File: src/rtl/branch_ctrl_pkg.sv
// Shared definitions for the branch controller: funct3 codes, FSM states, defaults.
package branch_defs;

  localparam logic [2:0] BEQ  = 3'b000;
  localparam logic [2:0] BNE  = 3'b001;
  localparam logic [2:0] BLT  = 3'b100;
  localparam logic [2:0] BGE  = 3'b101;
  localparam logic [2:0] BLTU = 3'b110;
  localparam logic [2:0] BGEU = 3'b111;

  typedef enum logic [1:0] {
    IDLE    = 2'd0,
    RESOLVE = 2'd1,
    FLUSH   = 2'd2
  } state_t;

  localparam int FLUSH_CYCLES_DEFAULT = 2;
  localparam int FLUSH_CNT_W          = 3;

endpackage

File: src/rtl/branch_ctrl_if.sv
// Handshake and control bundle between EX/decode, the branch controller and the PC mux.
interface branch_ctrl_if #(
  parameter int XLEN = 32
);
  logic            br_valid;
  logic            br_ready;
  logic            Branch;
  logic [2:0]      funct3;
  logic            alu_zero;
  logic            alu_lt;
  logic            alu_ltu;
  logic [XLEN-1:0] pc_ex;
  logic [XLEN-1:0] imm_b;
  logic            pc_src;
  logic [XLEN-1:0] pc_target;
  logic            flush;
  logic            stall;
  logic            br_illegal;

  modport master (
    output br_valid, Branch, funct3, alu_zero, alu_lt, alu_ltu, pc_ex, imm_b,
    input  br_ready, pc_src, pc_target, flush, stall, br_illegal
  );

  modport slave (
    input  br_valid, Branch, funct3, alu_zero, alu_lt, alu_ltu, pc_ex, imm_b,
    output br_ready, pc_src, pc_target, flush, stall, br_illegal
  );
endinterface

File: src/rtl/branch_ctrl_encoder.sv
// Combinational branch encoder: funct3 condition evaluated against ALU flags.
module branch_ctrl_encoder
  import branch_defs::*;
(
  input  logic       Branch,
  input  logic [2:0] funct3,
  input  logic       alu_zero,
  input  logic       alu_lt,
  input  logic       alu_ltu,
  output logic       Encoded_Branch,
  output logic       illegal
);

  logic cond;

  // Undefined funct3 codes (010, 011) are never taken and raise the illegal flag
  always_comb begin
    cond    = 1'b0;
    illegal = 1'b0;
    case (funct3)
      BEQ:     cond = alu_zero;
      BNE:     cond = !alu_zero;
      BLT:     cond = alu_lt;
      BGE:     cond = !alu_lt;
      BLTU:    cond = alu_ltu;
      BGEU:    cond = !alu_ltu;
      default: illegal = Branch;
    endcase
    Encoded_Branch = Branch & cond;
  end

endmodule

File: src/rtl/branch_ctrl.sv
// Branch resolution sequencer: accept, one-cycle redirect, bounded flush window.
// Optional macro BRANCH_STATS_EN adds taken/not-taken outcome counters.
module branch_ctrl
  import branch_defs::*;
#(
  parameter int XLEN         = 32,
  parameter int FLUSH_CYCLES = FLUSH_CYCLES_DEFAULT
) (
  input  logic        clk,
  input  logic        reset,
  branch_ctrl_if.slave bus
`ifdef BRANCH_STATS_EN
  ,
  output logic [31:0] taken_cnt,
  output logic [31:0] not_taken_cnt
`endif
);

  localparam logic [FLUSH_CNT_W-1:0] FLUSH_LOAD = FLUSH_CNT_W'(FLUSH_CYCLES - 1);

  state_t                 state_q, state_d;
  logic                   taken_q, illegal_q;
  logic [XLEN-1:0]        target_q;
  logic [FLUSH_CNT_W-1:0] cnt_q;
  logic                   enc_taken, enc_illegal;
  logic                   accept;

  branch_ctrl_encoder u_encoder (
    .Branch         (bus.Branch),
    .funct3         (bus.funct3),
    .alu_zero       (bus.alu_zero),
    .alu_lt         (bus.alu_lt),
    .alu_ltu        (bus.alu_ltu),
    .Encoded_Branch (enc_taken),
    .illegal        (enc_illegal)
  );

  // A candidate without the Branch flag is consumed without side effects
  assign accept = (state_q == IDLE) && bus.br_valid && bus.Branch;

  always_ff @(posedge clk) begin
    if (reset) begin
      state_q   <= IDLE;
      taken_q   <= 1'b0;
      illegal_q <= 1'b0;
      target_q  <= '0;
      cnt_q     <= '0;
    end else begin
      state_q <= state_d;
      if (accept) begin
        taken_q   <= enc_taken;
        illegal_q <= enc_illegal;
        target_q  <= bus.pc_ex + bus.imm_b;
      end
      if (state_q == RESOLVE) begin
        cnt_q <= FLUSH_LOAD;
      end else if (state_q == FLUSH && cnt_q != '0) begin
        cnt_q <= cnt_q - 1'b1;
      end
    end
  end

  always_comb begin
    state_d        = state_q;
    bus.br_ready   = 1'b0;
    bus.stall      = 1'b0;
    bus.flush      = 1'b0;
    bus.pc_src     = 1'b0;
    bus.br_illegal = 1'b0;
    case (state_q)
      IDLE: begin
        bus.br_ready = 1'b1;
        if (accept) state_d = RESOLVE;
      end
      RESOLVE: begin
        bus.stall      = 1'b1;
        bus.pc_src     = taken_q;
        bus.br_illegal = illegal_q;
        state_d        = taken_q ? FLUSH : IDLE;
      end
      FLUSH: begin
        bus.stall = 1'b1;
        bus.flush = 1'b1;
        if (cnt_q == '0) state_d = IDLE;
      end
      default: state_d = IDLE;
    endcase
  end

  assign bus.pc_target = target_q;

`ifdef BRANCH_STATS_EN
  always_ff @(posedge clk) begin
    if (reset) begin
      taken_cnt     <= '0;
      not_taken_cnt <= '0;
    end else if (state_q == RESOLVE) begin
      if (taken_q) taken_cnt     <= taken_cnt + 32'd1;
      else         not_taken_cnt <= not_taken_cnt + 32'd1;
    end
  end
`endif

endmodule

File: src/flat_wrapper.sv
// flat-port wrapper written by rule: the top's interface ports become plain ports
module branch_ctrl_flat import branch_defs::*;
#(
  parameter int XLEN         = 32,
  parameter int FLUSH_CYCLES = FLUSH_CYCLES_DEFAULT
)
  (clk, reset, bus_br_valid, bus_Branch, bus_funct3, bus_alu_zero, bus_alu_lt, bus_alu_ltu, bus_pc_ex, bus_imm_b, bus_br_ready, bus_pc_src, bus_pc_target, bus_flush, bus_stall, bus_br_illegal);
  branch_ctrl_if #(.XLEN(XLEN)) bus_i ();
  input  logic clk;
  input  logic reset;
  input wire logic [$bits(bus_i.br_valid)-1:0] bus_br_valid;
  input wire logic [$bits(bus_i.Branch)-1:0] bus_Branch;
  input wire logic [$bits(bus_i.funct3)-1:0] bus_funct3;
  input wire logic [$bits(bus_i.alu_zero)-1:0] bus_alu_zero;
  input wire logic [$bits(bus_i.alu_lt)-1:0] bus_alu_lt;
  input wire logic [$bits(bus_i.alu_ltu)-1:0] bus_alu_ltu;
  input wire logic [$bits(bus_i.pc_ex)-1:0] bus_pc_ex;
  input wire logic [$bits(bus_i.imm_b)-1:0] bus_imm_b;
  output wire logic [$bits(bus_i.br_ready)-1:0] bus_br_ready;
  output wire logic [$bits(bus_i.pc_src)-1:0] bus_pc_src;
  output wire logic [$bits(bus_i.pc_target)-1:0] bus_pc_target;
  output wire logic [$bits(bus_i.flush)-1:0] bus_flush;
  output wire logic [$bits(bus_i.stall)-1:0] bus_stall;
  output wire logic [$bits(bus_i.br_illegal)-1:0] bus_br_illegal;
  assign bus_i.br_valid = bus_br_valid;
  assign bus_i.Branch = bus_Branch;
  assign bus_i.funct3 = bus_funct3;
  assign bus_i.alu_zero = bus_alu_zero;
  assign bus_i.alu_lt = bus_alu_lt;
  assign bus_i.alu_ltu = bus_alu_ltu;
  assign bus_i.pc_ex = bus_pc_ex;
  assign bus_i.imm_b = bus_imm_b;
  assign bus_br_ready = bus_i.br_ready;
  assign bus_pc_src = bus_i.pc_src;
  assign bus_pc_target = bus_i.pc_target;
  assign bus_flush = bus_i.flush;
  assign bus_stall = bus_i.stall;
  assign bus_br_illegal = bus_i.br_illegal;
  branch_ctrl #(.XLEN(XLEN), .FLUSH_CYCLES(FLUSH_CYCLES)) u_core (.clk(clk), .reset(reset), .bus(bus_i));
endmodule
File: config.mk
export PLATFORM = sky130hd
export DESIGN_NAME = branch_ctrl_flat
export DESIGN_NICKNAME = d
export VERILOG_FILES = /design/src/rtl/branch_ctrl_pkg.sv /design/src/rtl/branch_ctrl_if.sv /design/src/rtl/branch_ctrl_encoder.sv /design/src/rtl/branch_ctrl.sv /design/src/flat_wrapper.sv
export SDC_FILE = /design/constraint.sdc
export NUM_CORES = 1
export LEC_CHECK = 0
export BUFFER_PORTS_ARGS = -buffer_cell sky130_fd_sc_hd__buf_2
export CORE_UTILIZATION = 51
export DETAILED_ROUTE_END_ITERATION = 8
export PLACE_DENSITY = 0.82
export SKIP_CTS_REPAIR_TIMING = 1
export SYNTH_ARGS = -nofsm -noshare
export SYNTH_HDL_FRONTEND = slang
export SYNTH_SLANG_ARGS = --single-unit
export TNS_END_PERCENT = 10
File: constraint.sdc
create_clock -name clk -period 3.6 [get_ports clk]
set_input_delay 0.72 -clock clk [delete_from_list [all_inputs] [get_ports clk]]
set_output_delay 0.72 -clock clk [all_outputs]
set_load 0.005 [all_outputs]
Yosys cells after proc, flatten, opt, wreduce, memory -nomap -nowiden. Cells that the tools add are included.

Eq/ne operators: 9. Add/subtract/negate cells: 2. Mux-type cells: 13. Reductions and logical operators: 15. Bitwise gates (word level): 1.

Operators by type and width (number): $add A32 B32 Y32 (1); $eq A3 B3 Y1 const B (4); $mux W1 (8); $logic_not A3 Y1 (2); $mux W2 (3); $pmux W1 S6 (1); $pmux W2 S3 (1); $reduce_or A6 Y1 (1); $reduce_or A2 Y1 (2); $eq A3 B1 Y1 const B (1); $logic_and A1 B1 Y1 (3); $logic_not A1 Y1 (3); $reduce_bool A3 Y1 (1); $sub A3 B1 Y3 const B (1); $eq A2 B1 Y1 const B (1); $eq A2 B2 Y1 const B (1); $logic_not A2 Y1 (1); $ne A2 B1 Y1 const B (1); $ne A2 B2 Y1 const B (1); $reduce_and A2 Y1 (1); $reduce_bool A2 Y1 (1); $and A1 B1 Y1 (1).

Output and inout port bits: 37. Word-level logic and storage cells: 46. Flip-flop bits (word level): 39. Input port bits: 74.

Longest topological paths before layout.
Word-level depth: 5. Mapped depth: 10. Mapped depth without buffers: 10.

Modules after synthesis. Synthesis repeated with hierarchy kept, for this count alone.

Cell total of the unflattened synthesis: 457. Area, all modules: 3487.1 um^2.

By module, submodules not included: branch_ctrl (area each 3419.5 um^2, cells each 448, seq. area each 780.7 um^2, times used 1); branch_ctrl_encoder (area each 67.6 um^2, cells each 9, seq. area each 0.0 um^2, times used 1).

Worst setup path after synthesis. OpenSTA, ideal clock, no wires.

Path kind: input to register. From: input port bus_imm_b[0]. To: register u_core.target_q[28] (netlist: u_core.bus.pc_target[28]). Setup time: 0.132 ns. Data arrival time: 2.761 ns. Required time: 3.468 ns. Path buffers: 0. Cell stages on the path: 10. Path slack: 0.706 ns. Path through: ha_1 fa_1 a21o_1 a311oi_1 nand4b_1 nand3_1 a31oi_1 o21ai_0 xnor2_1 a21oi_1.

Word-level cells in the longest chain between the ends: 1.

RTL lines: start: declaration (RTL line flat_wrapper.sv:18) `input wire logic [$bits(bus_i.imm_b)-1:0] bus_imm_b;`; $add A32 B32 Y32 (RTL line branch_ctrl.sv:53) `target_q <= bus.pc_ex + bus.imm_b;`; end signal: assignment (RTL line branch_ctrl.sv:53); end: declaration (RTL line branch_ctrl.sv:23) `logic [XLEN-1:0] target_q;`.

Every way passes these cells. A chain may end at the register's enable or synchronous reset.

Worst setup path after layout.
From: input port bus_imm_b[0]. To: register u_core.target_q[18] (netlist: u_core.bus.pc_target[18]).

Same word-level chain as after synthesis.

==> qor.yml <==
logic_synthesis:
  syn_avg_cell_area_um2: 7.68
  yosys_warnings: 0
  synthDistinctLibCells: 55
  synth-edff-count: 0
  syn-cell-area_mm2: 0.00313
  syn_nets: 518
  synth_flop_cell: "dfxtp_1"
  synth-seq-cells: 39
  syn-instance-count: 407
  ys_seq_area_share_pct: 25.0
  synthArstFlopShare_pct: 0
final_layout:
  nets: 616
  num_antenna_cells: 0
  final_layout_size_suffix_gt1_share_pct: 24.9
  areaGrowthSynthToFinish_pct: 20.9
  fill_cells: 562
  fin_cells: 581
pwr:
  p_leak_nw: 1.77
  swShare_pct: 34.9
  powerDensity_mw_per_mm2: 326
  p_switching_mw: 0.430
  p_int_mw: 0.801
  p_seq_share_pct: 38.7
  ir_worst_vdd_mv: 0.215
  clkPwrFrac_pct: 23.6
  pwr-share-comb_pct: 37.7
critical_path:
  cp_max_fo: 4
  critical_path.cell_chain: "buf_2, ha_1, fa_1, a21o_1, a311oi_1, nand4b_1, nand3_1, a21oi_1, a21oi_1, nand3b_1, a21oi_1"
  r2r-end: "u_core.cnt_q[1]$_SDFFE_PP0P_"
  cp.required_ns: 3.82
  worst_path_max_delay_cell: "a311oi_1"
  slowest_delay_ns: 0.44
  reg2reg_setup_slack_ns: 1.90
  startpoint_type: "input port"
  arrival_ns: 3.27
  critical_path_class: "input port to register"
  reg2reg_depth: 6
  worst_path_most_repeated_cell: "a21oi_1"
  crit_path_end_kind: "register"
  r2r_start: "u_core.cnt_q[0]$_SDFFE_PP0P_"
  crit_path_start: "bus_imm_b[0]"
routing:
  drc: 0
  firstDrtPassIters: 5
  drt_wl_total_um: 7990
  viasPerCell: 5.76
  via_count: 3349
  wl_per_cell_um: 13.7
  drt_iter0_drc: 213
  final_antenna_net_count: 0
cts:
  path_clk_slew_ns: 0.08
  clock-sinks: 39
  clkLatencyLatePin_ns: 0.29
  cts_tree: "yes"
  clockBufferDepth: 2
  root_buffer: "clkbuf_8"
  numCtsBuffers: 5
  h-tree-depth: 2
timing:
  finalSetupViolations: 0
  finalHoldViolations: 0
  setup_tns_ns: 0
  relSlewSlack_pct: 52.4
  final.min_clock_period_ns: 3.05
  slew_viol_final: 0
  post-route-period-util_pct: 84.7
  tightest_slew_ns: 0.714
  rsz0062_at_grt: "false"
  skew_ns: 0.00817
  max_freq_mhz: 328
floorplanning:
  std_cell_rows: 28
  die_h_um: 80.3
  die_w_um: 80.3
  die_area_mm2: 0.00645
  start_util_pct: 52.8
  io_pins: 111
  core_mm2: 0.00592
placement:
  io_buffers: 110
  detailed_place_hpwl_um: 6160
  dp_cells: 573
  gp_congestion: 0.965
hold_path:
  whs_endpoint: "u_core.bus.pc_target[0]$_SDFFE_PP0P_"
  hold_depth: 2
  min_path_type: "register to register"
  hp-start: "u_core.bus.pc_target[0]$_SDFFE_PP0P_"
job:
  maxCapViolCount: 0
status:
  status: "complete, no violations"
grt:
  grt_pass1_wl_um: 13000
  grt_max_degree: 40
  grt_util_all_layers_pct: 25.4
  grt-ovfl-total: 0
  first_global_vias: 3069
  antenna_found_initial: 0
==> worst max-delay path: cells and delay by family <==
kind	cells	cell delay, ns
AOI/OAI and AO/OA	5	1.22
and+or+nand+nor	3	0.58
adders and majority gates	2	0.65
buffers and inverters	1	0.10
==> power groups by stage <==
stage	logic, mW	registers (mW)	clock network [mW]
detailed placement	0.456	0.486	0
finish	0.464	0.476	0.291
CTS	0.460	0.476	0.296
global placement	0.445	0.486	0
floorplan	0.318	0.487	0
global route	0.517	0.480	0.312
==> state kept, by name (all words and copies together), names as in the netlist <==
name                  cells
u_core.bus.pc_target     32
u_core.cnt_q              3
u_core.state_q            2
u_core.illegal_q          1
u_core.taken_q            1
==> synthesized netlist by cell type, types with 4 or more instances <==
| cell type | instances | area [µm²] |
|---|---|---|
| nand4_1 | 9 | 56.3 |
| o21a_1 | 4 | 30.0 |
| nand2_1 | 66 | 248 |
| inv_1 | 11 | 41.3 |
| dfxtp_1 | 39 | 781 |
| a21oi_1 | 64 | 320 |
| a21o_1 | 14 | 105 |
| xnor2_1 | 17 | 149 |
| xor2_1 | 11 | 96.3 |
| o211ai_1 | 6 | 45.0 |
| nand3_1 | 10 | 50.1 |
| clkbuf_1 | 17 | 63.8 |
| a31oi_1 | 4 | 25.0 |
| nor2_1 | 21 | 78.8 |
| o21ai_0 | 23 | 115 |
| o21bai_1 | 4 | 30.0 |
| ha_1 | 36 | 450 |
==> metal layers <==
metal | vias up | wire, µm | global-route usage (%)
li1 | 1664 | - | -
met1 | 1528 | 3590 | 30.7
met2 | 133 | 3710 | 44.3
met3 | 24 | 499 | 4.66
met4 | 0 | 184 | 9.64
met5 | - | 0 | 0
==> worst max path at each step <==
stage,cells past startpoint,end
after floorplan,10,u_core.bus.pc_target[28]$_SDFFE_PP0P_
after global placement,11,u_core.bus.pc_target[28]$_SDFFE_PP0P_
after detailed placement,11,u_core.bus.pc_target[28]$_SDFFE_PP0P_
after CTS,11,u_core.bus.pc_target[28]$_SDFFE_PP0P_
after global routing,11,u_core.bus.pc_target[28]$_SDFFE_PP0P_
final,11,u_core.bus.pc_target[18]$_SDFFE_PP0P_
==> layout make-up <==
type	instances	area [µm²]	share of cell area, %
inverter	12	45.0	1.19
multi-input combinational	335	2210	58.6
tap	75	93.8	2.48
clock buffer	7	76.3	2.02
sequential	39	781	20.7
clock inverter	1	5.00	0.132
timing repair buffer	112	566	15.0
==> stage by stage <==
stage / hold slack, ns / total power [mW] / area (µm²) / utilization (%) / worst slack (ns)
2_1_floorplan: 0.427 / 0.805 / 3130 / - / 0.706
3_3_place_gp: 0.435 / 0.931 / 3700 / 62.5 / 0.401
3_5_place_dp: 0.444 / 0.942 / 3700 / 62.5 / 0.297
4_1_cts: 0.454 / 1.23 / 3780 / 63.8 / 0.594
5_1_grt: 0.480 / 1.31 / 3780 / 63.8 / 0.371
6_report: 0.451 / 1.23 / 3780 / 63.8 / 0.549
==> cells in the final DEF, fill, tap and decap left out, drive strengths merged, types with 7 or more instances in the layout <==
| cell type | Yosys | routed |
|---|---|---|
| nor2 | 21 | 21 |
| a21oi | 65 | 65 |
| o21ai | 23 | 23 |
| clkbuf | 17 | 7 |
| inv | 11 | 11 |
| nand4 | 9 | 9 |
| nand2 | 66 | 66 |
| a21o | 14 | 14 |
| ha | 36 | 36 |
| nand3 | 10 | 10 |
| xor2 | 11 | 11 |
| dfxtp | 39 | 39 |
| xnor2 | 17 | 17 |
| buf | 4 | 112 |
==> kinds of logic (layout without fill, tap and decap cells) <==
| group | after synthesis | in the layout | share of synthesized area (%) |
|---|---|---|---|
| AO/OA/AOI/OAI | 142 | 142 | 29.3 |
| AND/OR/NAND/NOR | 127 | 127 | 18.3 |
| flip-flops | 39 | 39 | 25.0 |
| adder cells (fa/ha/maj) | 37 | 37 | 15.0 |
| buffers and inverters | 33 | 132 | 4.24 |
| XOR/XNOR | 28 | 28 | 7.84 |
| multiplexers | 1 | 1 | 0.320 |
(Power assumes the default switching activity.)
